File: src/rtl/cnt5_arb.sv
// -----------------------------------------------------------------------------
// cnt5_arb
//
// Round-robin arbiter in front of a shared modulo-(CNT_MAX+1) event counter.
// Up to NREQ producers raise a request level; one winner at a time receives a
// single-cycle grant pulse, the counter advances by exactly one for that
// grant, and the arbiter then waits for the winner to drop its request before
// arbitrating again. A request still high after its grant is never counted
// twice.
//
// Optional feature macro: CNT5_ARB_CLR_EN
//   When defined, the `clr` input exists and synchronously forces the counter
//   (and wrap) to zero without disturbing the grant sequence.
//
// Parameters
//   NREQ     number of requesters (2..8)
//   CNT_MAX  terminal count, counter runs 0..CNT_MAX (1..7)
//
// Ports
//   clk      rising-edge clock
//   reset_n  asynchronous active-low reset
//   req      per-requester request level
//   clr      synchronous counter clear (only with CNT5_ARB_CLR_EN)
//   gnt      registered one-hot grant, one cycle wide
//   cnt      registered counter value
//   wrap     registered one-cycle pulse when cnt returns from CNT_MAX to 0
//   busy     registered, high whenever the arbiter is not idle
// -----------------------------------------------------------------------------
module cnt5_arb #(
  parameter int NREQ    = 4,
  parameter int CNT_MAX = 4
) (
  input  logic            clk,
  input  logic            reset_n,
  input  logic [NREQ-1:0] req,
`ifdef CNT5_ARB_CLR_EN
  input  logic            clr,
`endif
  output logic [NREQ-1:0] gnt,
  output logic [2:0]      cnt,
  output logic            wrap,
  output logic            busy
);

  localparam int PTR_W = $clog2(NREQ);

  localparam logic [2:0]       CNT_MAX_C  = 3'(CNT_MAX);
  localparam logic [PTR_W:0]   NREQ_C     = (PTR_W+1)'(NREQ);
  localparam logic [PTR_W-1:0] LAST_IDX_C = PTR_W'(NREQ-1);
  localparam logic [PTR_W-1:0] ZERO_IDX_C = {PTR_W{1'b0}};

  typedef enum logic [1:0] {
    ST_IDLE  = 2'd0,
    ST_GRANT = 2'd1,
    ST_WAIT  = 2'd2
  } state_t;

  state_t            state_r;
  logic [PTR_W-1:0]  ptr_r;
  logic [PTR_W-1:0]  win_r;
  logic [NREQ-1:0]   gnt_r;
  logic [2:0]        cnt_r;
  logic              wrap_r;
  logic              busy_r;

  logic              any_req_s;
  logic [PTR_W-1:0]  win_idx_s;
  logic [PTR_W:0]    raw_idx_s;
  logic [PTR_W:0]    scan_idx_s;

  // Next counter value; the >= compare keeps an out-of-range value from
  // ever propagating, it simply folds back to zero.
  function automatic logic [2:0] cnt_next(input logic [2:0] c);
    if (c >= CNT_MAX_C) begin
      return 3'd0;
    end else begin
      return c + 3'd1;
    end
  endfunction

  // Requester index plus one, wrapping at NREQ (NREQ need not be a power of two).
  function automatic logic [PTR_W-1:0] idx_inc(input logic [PTR_W-1:0] i);
    if (i >= LAST_IDX_C) begin
      return ZERO_IDX_C;
    end else begin
      return i + PTR_W'(1'b1);
    end
  endfunction

  // Index to one-hot grant vector.
  function automatic logic [NREQ-1:0] onehot(input logic [PTR_W-1:0] i);
    logic [NREQ-1:0] v;
    v    = {NREQ{1'b0}};
    v[i] = 1'b1;
    return v;
  endfunction

  // Round-robin search starting at ptr_r. The loop walks offsets from the
  // farthest to the nearest so the last hit (smallest offset) wins.
  always_comb begin
    any_req_s  = 1'b0;
    win_idx_s  = ZERO_IDX_C;
    raw_idx_s  = {(PTR_W+1){1'b0}};
    scan_idx_s = {(PTR_W+1){1'b0}};
    for (int k = NREQ - 1; k >= 0; k--) begin
      raw_idx_s  = {1'b0, ptr_r} + (PTR_W+1)'(k);
      scan_idx_s = (raw_idx_s >= NREQ_C) ? (raw_idx_s - NREQ_C) : raw_idx_s;
      any_req_s  = any_req_s | req[scan_idx_s[PTR_W-1:0]];
      win_idx_s  = req[scan_idx_s[PTR_W-1:0]] ? scan_idx_s[PTR_W-1:0] : win_idx_s;
    end
  end

  // Arbitration FSM with the counter; every output is a flop.
  always_ff @(posedge clk or negedge reset_n) begin
    if (!reset_n) begin
      state_r <= ST_IDLE;
      ptr_r   <= ZERO_IDX_C;
      win_r   <= ZERO_IDX_C;
      gnt_r   <= {NREQ{1'b0}};
      cnt_r   <= 3'd0;
      wrap_r  <= 1'b0;
      busy_r  <= 1'b0;
    end else begin
      // wrap is a pulse: cleared unless the GRANT branch sets it this cycle
      wrap_r <= 1'b0;
      case (state_r)
        ST_IDLE: begin
          if (any_req_s) begin
            gnt_r   <= onehot(win_idx_s);
            win_r   <= win_idx_s;
            busy_r  <= 1'b1;
            state_r <= ST_GRANT;
          end
        end
        ST_GRANT: begin
          gnt_r   <= {NREQ{1'b0}};
          cnt_r   <= cnt_next(cnt_r);
          wrap_r  <= (cnt_r >= CNT_MAX_C);
          ptr_r   <= idx_inc(win_r);
          state_r <= ST_WAIT;
        end
        ST_WAIT: begin
          // Only the winner's own release ends the transaction; others queue
          // up and are arbitrated once back in IDLE.
          if (!req[win_r]) begin
            busy_r  <= 1'b0;
            state_r <= ST_IDLE;
          end
        end
        default: begin
          gnt_r   <= {NREQ{1'b0}};
          busy_r  <= 1'b0;
          state_r <= ST_IDLE;
        end
      endcase
`ifdef CNT5_ARB_CLR_EN
      // Clear wins over a coincident increment but leaves the FSM alone.
      if (clr) begin
        cnt_r  <= 3'd0;
        wrap_r <= 1'b0;
      end
`endif
    end
  end

  assign gnt  = gnt_r;
  assign cnt  = cnt_r;
  assign wrap = wrap_r;
  assign busy = busy_r;

endmodule
File: config.mk
export PLATFORM = sky130hd
export DESIGN_NAME = cnt5_arb
export DESIGN_NICKNAME = d
export VERILOG_FILES = /design/src/rtl/cnt5_arb.sv
export SDC_FILE = /design/constraint.sdc
export NUM_CORES = 1
export LEC_CHECK = 0
export CORE_MARGIN = 2
export CORE_UTILIZATION = 52
export CTS_BUF_LIST = sky130_fd_sc_hd__clkbuf_16
export CTS_CLUSTER_SIZE = 16
export DETAILED_ROUTE_END_ITERATION = 8
export GPL_ROUTABILITY_DRIVEN = 0
export PLACE_DENSITY_LB_ADDON = 0.05
export SLEW_MARGIN = 20
export SYNTH_ARGS = -nofsm -noshare
export SYNTH_HDL_FRONTEND = slang
export SYNTH_SLANG_ARGS = --single-unit
File: constraint.sdc
create_clock -name clk -period 4.1 [get_ports clk]
set_clock_uncertainty 0.2 [all_clocks]
set_input_delay 1.025 -clock clk [delete_from_list [all_inputs] [get_ports clk]]
set_output_delay 1.025 -clock clk [all_outputs]
set_load 0.05 [all_outputs]
==> flow_summary.html, run 1 <==
<table>
<tr><th>Metric</th><th>Value</th></tr>
<tr><th colspan="2">CTS</th></tr>
<tr><td>Cts repair resizes</td><td>0</td></tr>
<tr><td>Clock tree from TritonCTS</td><td>done</td></tr>
<tr><td>Clock Pin Slew Worst Setup and Hold Paths</td><td>0.05 ns</td></tr>
<tr><td>Longest Clk Path Bufs</td><td>2</td></tr>
<tr><td>Level count of the clock H-tree</td><td>1</td></tr>
<tr><td>CTS sink cnt</td><td>15</td></tr>
<tr><td>CTS root buf</td><td>sky130_fd_sc_hd__clkbuf_16</td></tr>
<tr><td>Num CTS Buffers</td><td>3</td></tr>
<tr><td>Hold bufs inserted after CTS</td><td>0</td></tr>
<tr><td>Clk Latency, worst-skew pair</td><td>0.24 ns</td></tr>
<tr><td># Post-CTS Setup Buffers</td><td>0</td></tr>
<tr><th colspan="2">Timing</th></tr>
<tr><td>Final number of max-transition violations</td><td>0</td></tr>
<tr><td>Setup TNS</td><td>0 ns</td></tr>
<tr><td>Min cycle time layout</td><td>2.69 ns</td></tr>
<tr><td>Number of setup violations in the final report</td><td>0</td></tr>
<tr><td>Maximum clock rate</td><td>371 MHz</td></tr>
<tr><td>Smallest setup slack after layout</td><td>1.41 ns</td></tr>
<tr><td>Worst slew slack as a fraction of its limit</td><td>53.8%</td></tr>
<tr><td>Final Hold Viols</td><td>0</td></tr>
<tr><td>Transition at the pin with the smallest max-transition slack</td><td>0.691 ns</td></tr>
<tr><td>Period utilization</td><td>65.7%</td></tr>
<tr><td>RSZ-0062 raised after global routing</td><td>false</td></tr>
<tr><th colspan="2">Synth</th></tr>
<tr><td>Number of flops mapped to enable cells by yosys</td><td>0</td></tr>
<tr><td>Fraction of the mapped netlist area in adder cells</td><td>5.04%</td></tr>
<tr><td>Async set-reset flop share out of synthesis</td><td>100%</td></tr>
<tr><td>Synthesized-area fraction occupied by ao, oa, aoi and oai cells</td><td>17.8%</td></tr>
<tr><td>Post-Synthesis Cell Area</td><td>744 sq um</td></tr>
<tr><td>Mux share of post-synthesis cell area</td><td>5.88%</td></tr>
<tr><td>Number of storage elements in the synthesis netlist</td><td>15</td></tr>
<tr><td>Most used flip-flop cell after synthesis</td><td>sky130_fd_sc_hd__dfrtp_1</td></tr>
<tr><td>Number of distinct library cells after synthesis</td><td>30</td></tr>
<tr><td>Sequential fraction of the synthesis area</td><td>50.4%</td></tr>
<tr><td>Warnings from Yosys</td><td>0</td></tr>
<tr><td>Post-Syn Nets</td><td>79</td></tr>
<tr><td>Gate count of the mapped netlist</td><td>70</td></tr>
<tr><td>Post-Synth XOR/XNOR Area</td><td>0%</td></tr>
<tr><td>Simple-Gate Fraction of Synth Area</td><td>17.8%</td></tr>
<tr><td>Avg Cell Area, Syn</td><td>10.6 sq um</td></tr>
<tr><td>Dominant combinational cell family by area after synthesis</td><td>compound AO/OA/AOI/OAI gates</td></tr>
<tr><th colspan="2">Cells and area</th></tr>
<tr><td>Layout net count</td><td>97</td></tr>
<tr><td>Final Util</td><td>74.3%</td></tr>
<tr><td>Syn-to-layout area delta</td><td>31.4%</td></tr>
<tr><td>Most frequent standard cell in the layout excluding fill and tap cells</td><td>sky130_fd_sc_hd__dfrtp_1</td></tr>
<tr><td>Share of cells above drive strength 1</td><td>11.5%</td></tr>
<tr><td>Most used cells in the layout excluding fill and tap cells</td><td>15 x sky130_fd_sc_hd__dfrtp_1, 14 x sky130_fd_sc_hd__clkdlybuf4s50_1, 9 x sky130_fd_sc_hd__nand2_1, 6 x sky130_fd_sc_hd__inv_1, 5 x sky130_fd_sc_hd__nor2_1</td></tr>
<tr><td>Antenna fix cells</td><td>0</td></tr>
<tr><th colspan="2">Pwr</th></tr>
<tr><td>Clock power frac</td><td>20.7%</td></tr>
<tr><td>Peak supply drop</td><td>0.000629 V</td></tr>
<tr><td>Relative contribution of combinational cells to total power</td><td>47.4%</td></tr>
<tr><td>Internal</td><td>0.510 mW</td></tr>
<tr><td>Total net switching power</td><td>0.381 mW</td></tr>
<tr><td>Sw Ratio</td><td>42.7%</td></tr>
<tr><td>Reg power frac</td><td>31.9%</td></tr>
<tr><td>Areal power density over the cells</td><td>911 mW/mm^2</td></tr>
<tr><td>Total leakage power</td><td>0.447 nW</td></tr>
<tr><th colspan="2">Status</th></tr>
<tr><td>Outcome</td><td>completed</td></tr>
<tr><th colspan="2">Detailed routing</th></tr>
<tr><td>Wire length per cell after detailed routing</td><td>14.8 um</td></tr>
<tr><td>Total vias in the final route</td><td>600</td></tr>
<tr><td>Remaining design rule violation count</td><td>0</td></tr>
<tr><td>Detailed-router iteration count before antenna repair</td><td>4</td></tr>
<tr><td>Number of vias per cell after detailed routing</td><td>5.88</td></tr>
<tr><td>Initial DRC Count</td><td>10</td></tr>
<tr><td>Wire length after detailed routing</td><td>1510 um</td></tr>
<tr><td>Routed Antenna Nets</td><td>0</td></tr>
<tr><th colspan="2">Setup path</th></tr>
<tr><td>Kind of launch point of the worst setup path</td><td>flip-flop</td></tr>
<tr><td>Kind of capture point of the worst setup path</td><td>output port</td></tr>
<tr><td>Start-to-end type of the worst setup path</td><td>flip-flop to output port</td></tr>
<tr><td>Count of buffering cells on the critical path with inverters included</td><td>1</td></tr>
<tr><td>WP data required</td><td>2.87 ns</td></tr>
<tr><td>Reg2reg setup slack</td><td>2.35 ns</td></tr>
<tr><td>Startpoint of the worst register-to-register path</td><td>ptr_r[1]$_DFFE_PN0P_</td></tr>
<tr><td>Number of cells on the worst reg-to-reg path</td><td>4</td></tr>
<tr><td>Top Family by Delay on Critical Path</td><td>buffers and inverters</td></tr>
<tr><td>Data arrival, critical path</td><td>1.47 ns</td></tr>
<tr><td>CP cell instances</td><td>clkdlybuf4s50_1</td></tr>
<tr><td>Destination of the worst register-to-register timing path</td><td>gnt[3]$_DFFE_PN0P_</td></tr>
<tr><td>Cell type of the slowest stage on the worst timing path</td><td>sky130_fd_sc_hd__clkdlybuf4s50_1</td></tr>
<tr><td>Slowest cell delay on critical path</td><td>0.82 ns</td></tr>
<tr><td>CP Max Fanout</td><td>5</td></tr>
<tr><td>Critical path startpoint</td><td>cnt[0]$_DFFE_PN0P_</td></tr>
<tr><th colspan="2">Hold path</th></tr>
<tr><td>WHS Path Cells</td><td>1</td></tr>
<tr><td>Hold Path End</td><td>gnt[1]$_DFFE_PN0P_</td></tr>
<tr><td>Class of the worst hold path</td><td>flip-flop to flip-flop</td></tr>
<tr><td>Hold Startpoint</td><td>gnt[1]$_DFFE_PN0P_</td></tr>
<tr><th colspan="2">Placement</th></tr>
<tr><td>HPWL after detailed placement</td><td>1070 um</td></tr>
<tr><td>IO Port Bufs</td><td>14</td></tr>
<tr><td>Pre-CTS setup slack</td><td>1.33 ns</td></tr>
<tr><th colspan="2">Global routing</th></tr>
<tr><td>Largest net degree at the start of global routing</td><td>16</td></tr>
<tr><td>Antenna violations before repair</td><td>0</td></tr>
<tr><td>First-pass GRT wire length</td><td>2520 um</td></tr>
<tr><td>Grt total ovfl</td><td>0</td></tr>
<tr><td>Vias in the first global route</td><td>563</td></tr>
<tr><td>Total global routing track utilization</td><td>19.7%</td></tr>
<tr><th colspan="2">Floorplanning</th></tr>
<tr><td>Die Area</td><td>0.00175 sq mm</td></tr>
<tr><td>Number of top-level pins</td><td>15</td></tr>
<tr><td>Number of rows created at floorplan</td><td>13</td></tr>
<tr><td>Core Area</td><td>0.00132 sq mm</td></tr>
<tr><td>X dimension of the die</td><td>41.8 um</td></tr>
<tr><td>Initial core utilization</td><td>56.5%</td></tr>
<tr><td>Height of the die</td><td>41.8 um</td></tr>
<tr><th colspan="2">Flow run</th></tr>
<tr><td>Maximum capacitance violations</td><td>0</td></tr>
</table>
-- flip-flops by register name, indices dropped and copies added, names as in the netlist --
signal   cells
busy         1
wrap         1
state_r      2
cnt          3
ptr_r        2
win_r        2
gnt          4
-- logic make-up after synthesis --
kind of cell | count (synthesis)
DFF | 15
AOI/OAI and AO/OA | 17
and+or+nand+nor | 25
muxes | 4
buffers and inverters | 6
adders and majority gates | 3
-- cell usage after synthesis (2+ instances only) --
cell type	instances	area, sq um
sky130_fd_sc_hd__a32o_2	2	22.5
sky130_fd_sc_hd__a21oi_1	4	20.0
sky130_fd_sc_hd__o21ai_0	2	10.0
sky130_fd_sc_hd__dfrtp_1	15	375
sky130_fd_sc_hd__nand2_1	9	33.8
sky130_fd_sc_hd__nor2b_1	2	12.5
sky130_fd_sc_hd__ha_1	3	37.5
sky130_fd_sc_hd__inv_1	5	18.8
sky130_fd_sc_hd__a32o_1	2	20.0
sky130_fd_sc_hd__nor2_1	5	18.8
sky130_fd_sc_hd__mux2_2	2	22.5
-- layer usage --
metal  track usage (%)  vias up  wire length, um
li1                  -      289                -
met4              9.68        0               31
met3              7.83        5               80
met5                 0        -                0
met1              26.2      292              731
met2              27.8       14              668
-- how the worst max path moves through the flow --
stage	depth (start not counted)	slack, ns	end
2_1_floorplan	3	1.96	win_r[0]$_DFFE_PN0P_
3_3_place_gp	4	1.36	win_r[0]$_DFFE_PN0P_
3_5_place_dp	4	1.33	win_r[0]$_DFFE_PN0P_
4_1_cts	1	1.39	cnt[0]
5_1_grt	1	1.37	cnt[0]
6_report	1	1.41	cnt[0]
-- metrics by stage --
step	hold slack, ns	power [mW]	cell area [sq um]	cells
5_1_grt	0.316	0.944	978	102
6_report	0.289	0.891	978	102
3_5_place_dp	0.284	0.707	900	98
2_1_floorplan	0.281	0.579	744	70
3_3_place_gp	0.288	0.699	900	98
4_1_cts	0.295	0.900	978	102
-- cell type report --
cell class                      count  area, sq um
Clock buffer                        3         75.1
Clock inverter                      1         3.75
Fill cell                          93          339
Inverter                            5         18.8
Multi-Input combinational cell     49          347
Sequential cell                    15          375
Tap cell                           15         18.8
Timing Repair Buffer               14          140
-- power groups by stage --
stage | sequential [mW] | combinational [mW] | clock [mW]
6_report | 0.284 | 0.423 | 0.184
5_1_grt | 0.293 | 0.456 | 0.196
4_1_cts | 0.283 | 0.426 | 0.191
3_5_place_dp | 0.283 | 0.424 | 0
3_3_place_gp | 0.283 | 0.416 | 0
2_1_floorplan | 0.394 | 0.185 | 0
Power figures use the tool's default switching activity.
==> run 2, diff against run 1 <==
--- a/config.mk
+++ b/config.mk
@@ -6,7 +6,7 @@
 export NUM_CORES = 1
 export LEC_CHECK = 0
 export CORE_MARGIN = 2
-export CORE_UTILIZATION = 52
+export CORE_UTILIZATION = 44
 export CTS_BUF_LIST = sky130_fd_sc_hd__clkbuf_16
 export CTS_CLUSTER_SIZE = 16
 export DETAILED_ROUTE_END_ITERATION = 8
==> constraint.sdc (replaced) <==
create_clock -name clk -period 2.2 [get_ports clk]
set_clock_uncertainty 0.2 [all_clocks]
set_input_delay 0.55 -clock clk [delete_from_list [all_inputs] [get_ports clk]]
set_output_delay 0.55 -clock clk [all_outputs]
set_load 0.05 [all_outputs]
==> flow_summary.html, run 2 (same netlist as run 1, synthesis figures left out) <==
<table>
<tr><th>Metric</th><th>Value</th></tr>
<tr><th colspan="2">Global routing</th></tr>
<tr><td>Total global routing track utilization</td><td>17.3% (was 19.7%)</td></tr>
<tr><td>Vias in the first global route</td><td>578 (was 563)</td></tr>
<tr><td>Grt total ovfl</td><td>0 (unchanged)</td></tr>
<tr><td>Antenna violations before repair</td><td>0 (unchanged)</td></tr>
<tr><td>Largest net degree at the start of global routing</td><td>16 (unchanged)</td></tr>
<tr><td>First-pass GRT wire length</td><td>2530 um (was 2520 um)</td></tr>
<tr><th colspan="2">Floorplanning</th></tr>
<tr><td>X dimension of the die</td><td>45.1 um (was 41.8 um)</td></tr>
<tr><td>Core Area</td><td>0.00154 sq mm (was 0.00132 sq mm)</td></tr>
<tr><td>Number of top-level pins</td><td>15 (unchanged)</td></tr>
<tr><td>Die Area</td><td>0.00204 sq mm (was 0.00175 sq mm)</td></tr>
<tr><td>Initial core utilization</td><td>48.3% (was 56.5%)</td></tr>
<tr><td>Number of rows created at floorplan</td><td>14 (was 13)</td></tr>
<tr><td>Height of the die</td><td>45.1 um (was 41.8 um)</td></tr>
<tr><th colspan="2">Placement</th></tr>
<tr><td>IO Port Bufs</td><td>14 (unchanged)</td></tr>
<tr><td>Pre-CTS setup slack</td><td>-0.0651 ns (was 1.33 ns)</td></tr>
<tr><td>Total placed cells including tap cells</td><td>104 (was 98)</td></tr>
<tr><td>HPWL after detailed placement</td><td>1090 um (was 1070 um)</td></tr>
<tr><td>Total placed instance area</td><td>916 sq um (was 900 sq um)</td></tr>
<tr><th colspan="2">Setup path</th></tr>
<tr><td>Top Family by Delay on Critical Path</td><td>buffers and inverters (unchanged)</td></tr>
<tr><td>Slowest cell delay on critical path</td><td>0.58 ns (was 0.82 ns)</td></tr>
<tr><td>Data arrival, critical path</td><td>1.96 ns (was 1.47 ns)</td></tr>
<tr><td>WP data required</td><td>2.12 ns (was 2.87 ns)</td></tr>
<tr><td>Cell type of the slowest stage on the worst timing path</td><td>sky130_fd_sc_hd__clkdlybuf4s50_1 (unchanged)</td></tr>
<tr><td>Kind of launch point of the worst setup path</td><td>primary input (was flip-flop)</td></tr>
<tr><td>Count of buffering cells on the critical path with inverters included</td><td>1 (unchanged)</td></tr>
<tr><td>Start-to-end type of the worst setup path</td><td>primary input to flip-flop (was flip-flop to output port)</td></tr>
<tr><td>CP cell instances</td><td>clkdlybuf4s50_1 -&gt; nor4_2 -&gt; nor3_2 -&gt; mux2_2 (was clkdlybuf4s50_1)</td></tr>
<tr><td>Number of stages on the worst setup path</td><td>4 (was 1)</td></tr>
<tr><td>Number of cells on the worst reg-to-reg path</td><td>4 (unchanged)</td></tr>
<tr><td>Kind of capture point of the worst setup path</td><td>flip-flop (was output port)</td></tr>
<tr><td>CP Max Fanout</td><td>7 (was 5)</td></tr>
<tr><th colspan="2">CTS</th></tr>
<tr><td>Clk Latency, worst-skew pair</td><td>0.24 ns (about the same)</td></tr>
<tr><td>CTS sink cnt</td><td>15 (unchanged)</td></tr>
<tr><td>Cts repair resizes</td><td>0 (unchanged)</td></tr>
<tr><td>CTS root buf</td><td>sky130_fd_sc_hd__clkbuf_16 (unchanged)</td></tr>
<tr><td>Clock Pin Slew Worst Setup and Hold Paths</td><td>0.05 ns (about the same)</td></tr>
<tr><td>Num CTS Buffers</td><td>3 (unchanged)</td></tr>
<tr><td>Level count of the clock H-tree</td><td>1 (unchanged)</td></tr>
<tr><td>Clock tree from TritonCTS</td><td>done (unchanged)</td></tr>
<tr><td>Hold bufs inserted after CTS</td><td>0 (unchanged)</td></tr>
<tr><td>Longest Clk Path Bufs</td><td>2 (unchanged)</td></tr>
<tr><td># Post-CTS Setup Buffers</td><td>0 (unchanged)</td></tr>
<tr><th colspan="2">Cells and area</th></tr>
<tr><td>Layout net count</td><td>102 (was 97)</td></tr>
<tr><td>Multi-input combinational cell area</td><td>347 sq um (unchanged)</td></tr>
<tr><td>Antenna fix cells</td><td>0 (unchanged)</td></tr>
<tr><td>Footprint of the flip-flops and latches</td><td>375 sq um (unchanged)</td></tr>
<tr><td>Fillers</td><td>130 (was 93)</td></tr>
<tr><td>Final Util</td><td>64.6% (was 74.3%)</td></tr>
<tr><td>Most used cells in the layout excluding fill and tap cells</td><td>15 x sky130_fd_sc_hd__dfrtp_1, 14 x sky130_fd_sc_hd__buf_4, 9 x sky130_fd_sc_hd__nand2_1 (was 15 x sky130_fd_sc_hd__dfrtp_1, 14 x sky130_fd_sc_hd__clkdlybuf4s50_1, 9 x sky130_fd_sc_hd__nand2_1, 6 x sky130_fd_sc_hd__inv_1, 5 x sky130_fd_sc_hd__nor2_1)</td></tr>
<tr><td>Final instance count without filler cells</td><td>108 (was 102)</td></tr>
<tr><td>Final design area excluding fillers</td><td>996 sq um (was 978 sq um)</td></tr>
<tr><td>Syn-to-layout area delta</td><td>33.8% (was 31.4%)</td></tr>
<tr><td>Most frequent standard cell in the layout excluding fill and tap cells</td><td>sky130_fd_sc_hd__dfrtp_1 (unchanged)</td></tr>
<tr><td>Flip-flop count of the largest register, all copies and words added</td><td>4 (unchanged)</td></tr>
<tr><td>Share of cells above drive strength 1</td><td>27.2% (was 11.5%)</td></tr>
<tr><th colspan="2">Pwr</th></tr>
<tr><td>Total leakage power</td><td>0.484 nW (was 0.447 nW)</td></tr>
<tr><td>Peak supply drop</td><td>0.000860 V (was 0.000629 V)</td></tr>
<tr><td>Total power</td><td>1.65 mW (was 0.891 mW)</td></tr>
<tr><td>Areal power density over the cells</td><td>1660 mW/mm^2 (was 911 mW/mm^2)</td></tr>
<tr><th colspan="2">Timing</th></tr>
<tr><td>Worst slack on hold paths</td><td>0.302 ns (was 0.289 ns)</td></tr>
<tr><td>Number of setup violations in the final report</td><td>0 (unchanged)</td></tr>
<tr><td>Period utilization</td><td>92.7%</td></tr>
<tr><td>Worst slew slack as a fraction of its limit</td><td>70.6% (was 53.8%)</td></tr>
<tr><td>Final Hold Viols</td><td>0 (unchanged)</td></tr>
<tr><td>Min cycle time layout</td><td>2.04 ns</td></tr>
<tr><td>Transition at the pin with the smallest max-transition slack</td><td>0.438 ns (was 0.691 ns)</td></tr>
<tr><td>RSZ-0062 raised after global routing</td><td>false (unchanged)</td></tr>
<tr><td>Final number of max-transition violations</td><td>0 (unchanged)</td></tr>
<tr><td>Maximum clock rate</td><td>490 MHz</td></tr>
<tr><td>Setup TNS</td><td>0 ns (unchanged)</td></tr>
<tr><td>Smallest setup slack after layout</td><td>0.160 ns (was 1.41 ns)</td></tr>
<tr><th colspan="2">Detailed routing</th></tr>
<tr><td>Total vias in the final route</td><td>591 (was 600)</td></tr>
<tr><td>Detailed-router iteration count before antenna repair</td><td>4 (unchanged)</td></tr>
<tr><td>Wire length per cell after detailed routing</td><td>13.3 um (was 14.8 um)</td></tr>
<tr><td>Remaining design rule violation count</td><td>0 (unchanged)</td></tr>
<tr><td>Wire length after detailed routing</td><td>1430 um (was 1510 um)</td></tr>
<tr><td>Number of vias per cell after detailed routing</td><td>5.47 (was 5.88)</td></tr>
<tr><td>Initial DRC Count</td><td>7 (was 10)</td></tr>
<tr><td>Routed Antenna Nets</td><td>0 (unchanged)</td></tr>
<tr><th colspan="2">Hold path</th></tr>
<tr><td>Class of the worst hold path</td><td>flip-flop to flip-flop (unchanged)</td></tr>
<tr><td>WHS Path Cells</td><td>1 (unchanged)</td></tr>
<tr><th colspan="2">Flow run</th></tr>
<tr><td>Maximum capacitance violations</td><td>0 (unchanged)</td></tr>
<tr><th colspan="2">Status</th></tr>
<tr><td>Outcome</td><td>completed (unchanged)</td></tr>
</table>
## run 2: worst paths after layout
check,startpoint,end,slack (ns)
min reg2reg,gnt[3]$_DFFE_PN0P_,gnt[3]$_DFFE_PN0P_,0.30
min in group asynchronous,reset_n,win_r[0]$_DFFE_PN0P_,0.42
max,req[3],win_r[1]$_DFFE_PN0P_,0.16
max reg2reg,ptr_r[1]$_DFFE_PN0P_,gnt[2]$_DFFE_PN0P_,0.55
min,gnt[3]$_DFFE_PN0P_,gnt[3]$_DFFE_PN0P_,0.30
max in group asynchronous,reset_n,win_r[1]$_DFFE_PN0P_,1.21
## run 2: layout make-up
type,instances,area share (%)
clock buffers,3,7.54
clock inverters,1,0.503
inverters,5,1.88
multi-input cells,49,34.8
flip-flops and latches,15,37.7
well taps,16,2.01
repair buffers,19,15.6
## run 2: per-layer routing
metal	routed length (um)	part of all wire, %	GRT usage [%]	vias up
li1	-	-	-	298
met1	670	47	22.5	285
met2	701	49	28.3	8
met3	61	4.3	6.80	0
met4	0	0	1.76	0
met5	0	0	0	-
## run 2: report_power, final
| group | switching [mW] | internal (mW) |
|---|---|---|
| clock network | 0.104 | 0.242 |
| logic | 0.477 | 0.300 |
| registers | 0.129 | 0.400 |
| total | 0.709 | 0.942 |
## run 2: worst register-to-register path, delay by kind of cell, from the launching register on
kind             cells  cell delay [ns]
AND/OR/NAND/NOR      1             0.06
flip-flops           1             0.46
AO/OA/AOI/OAI        3             0.82
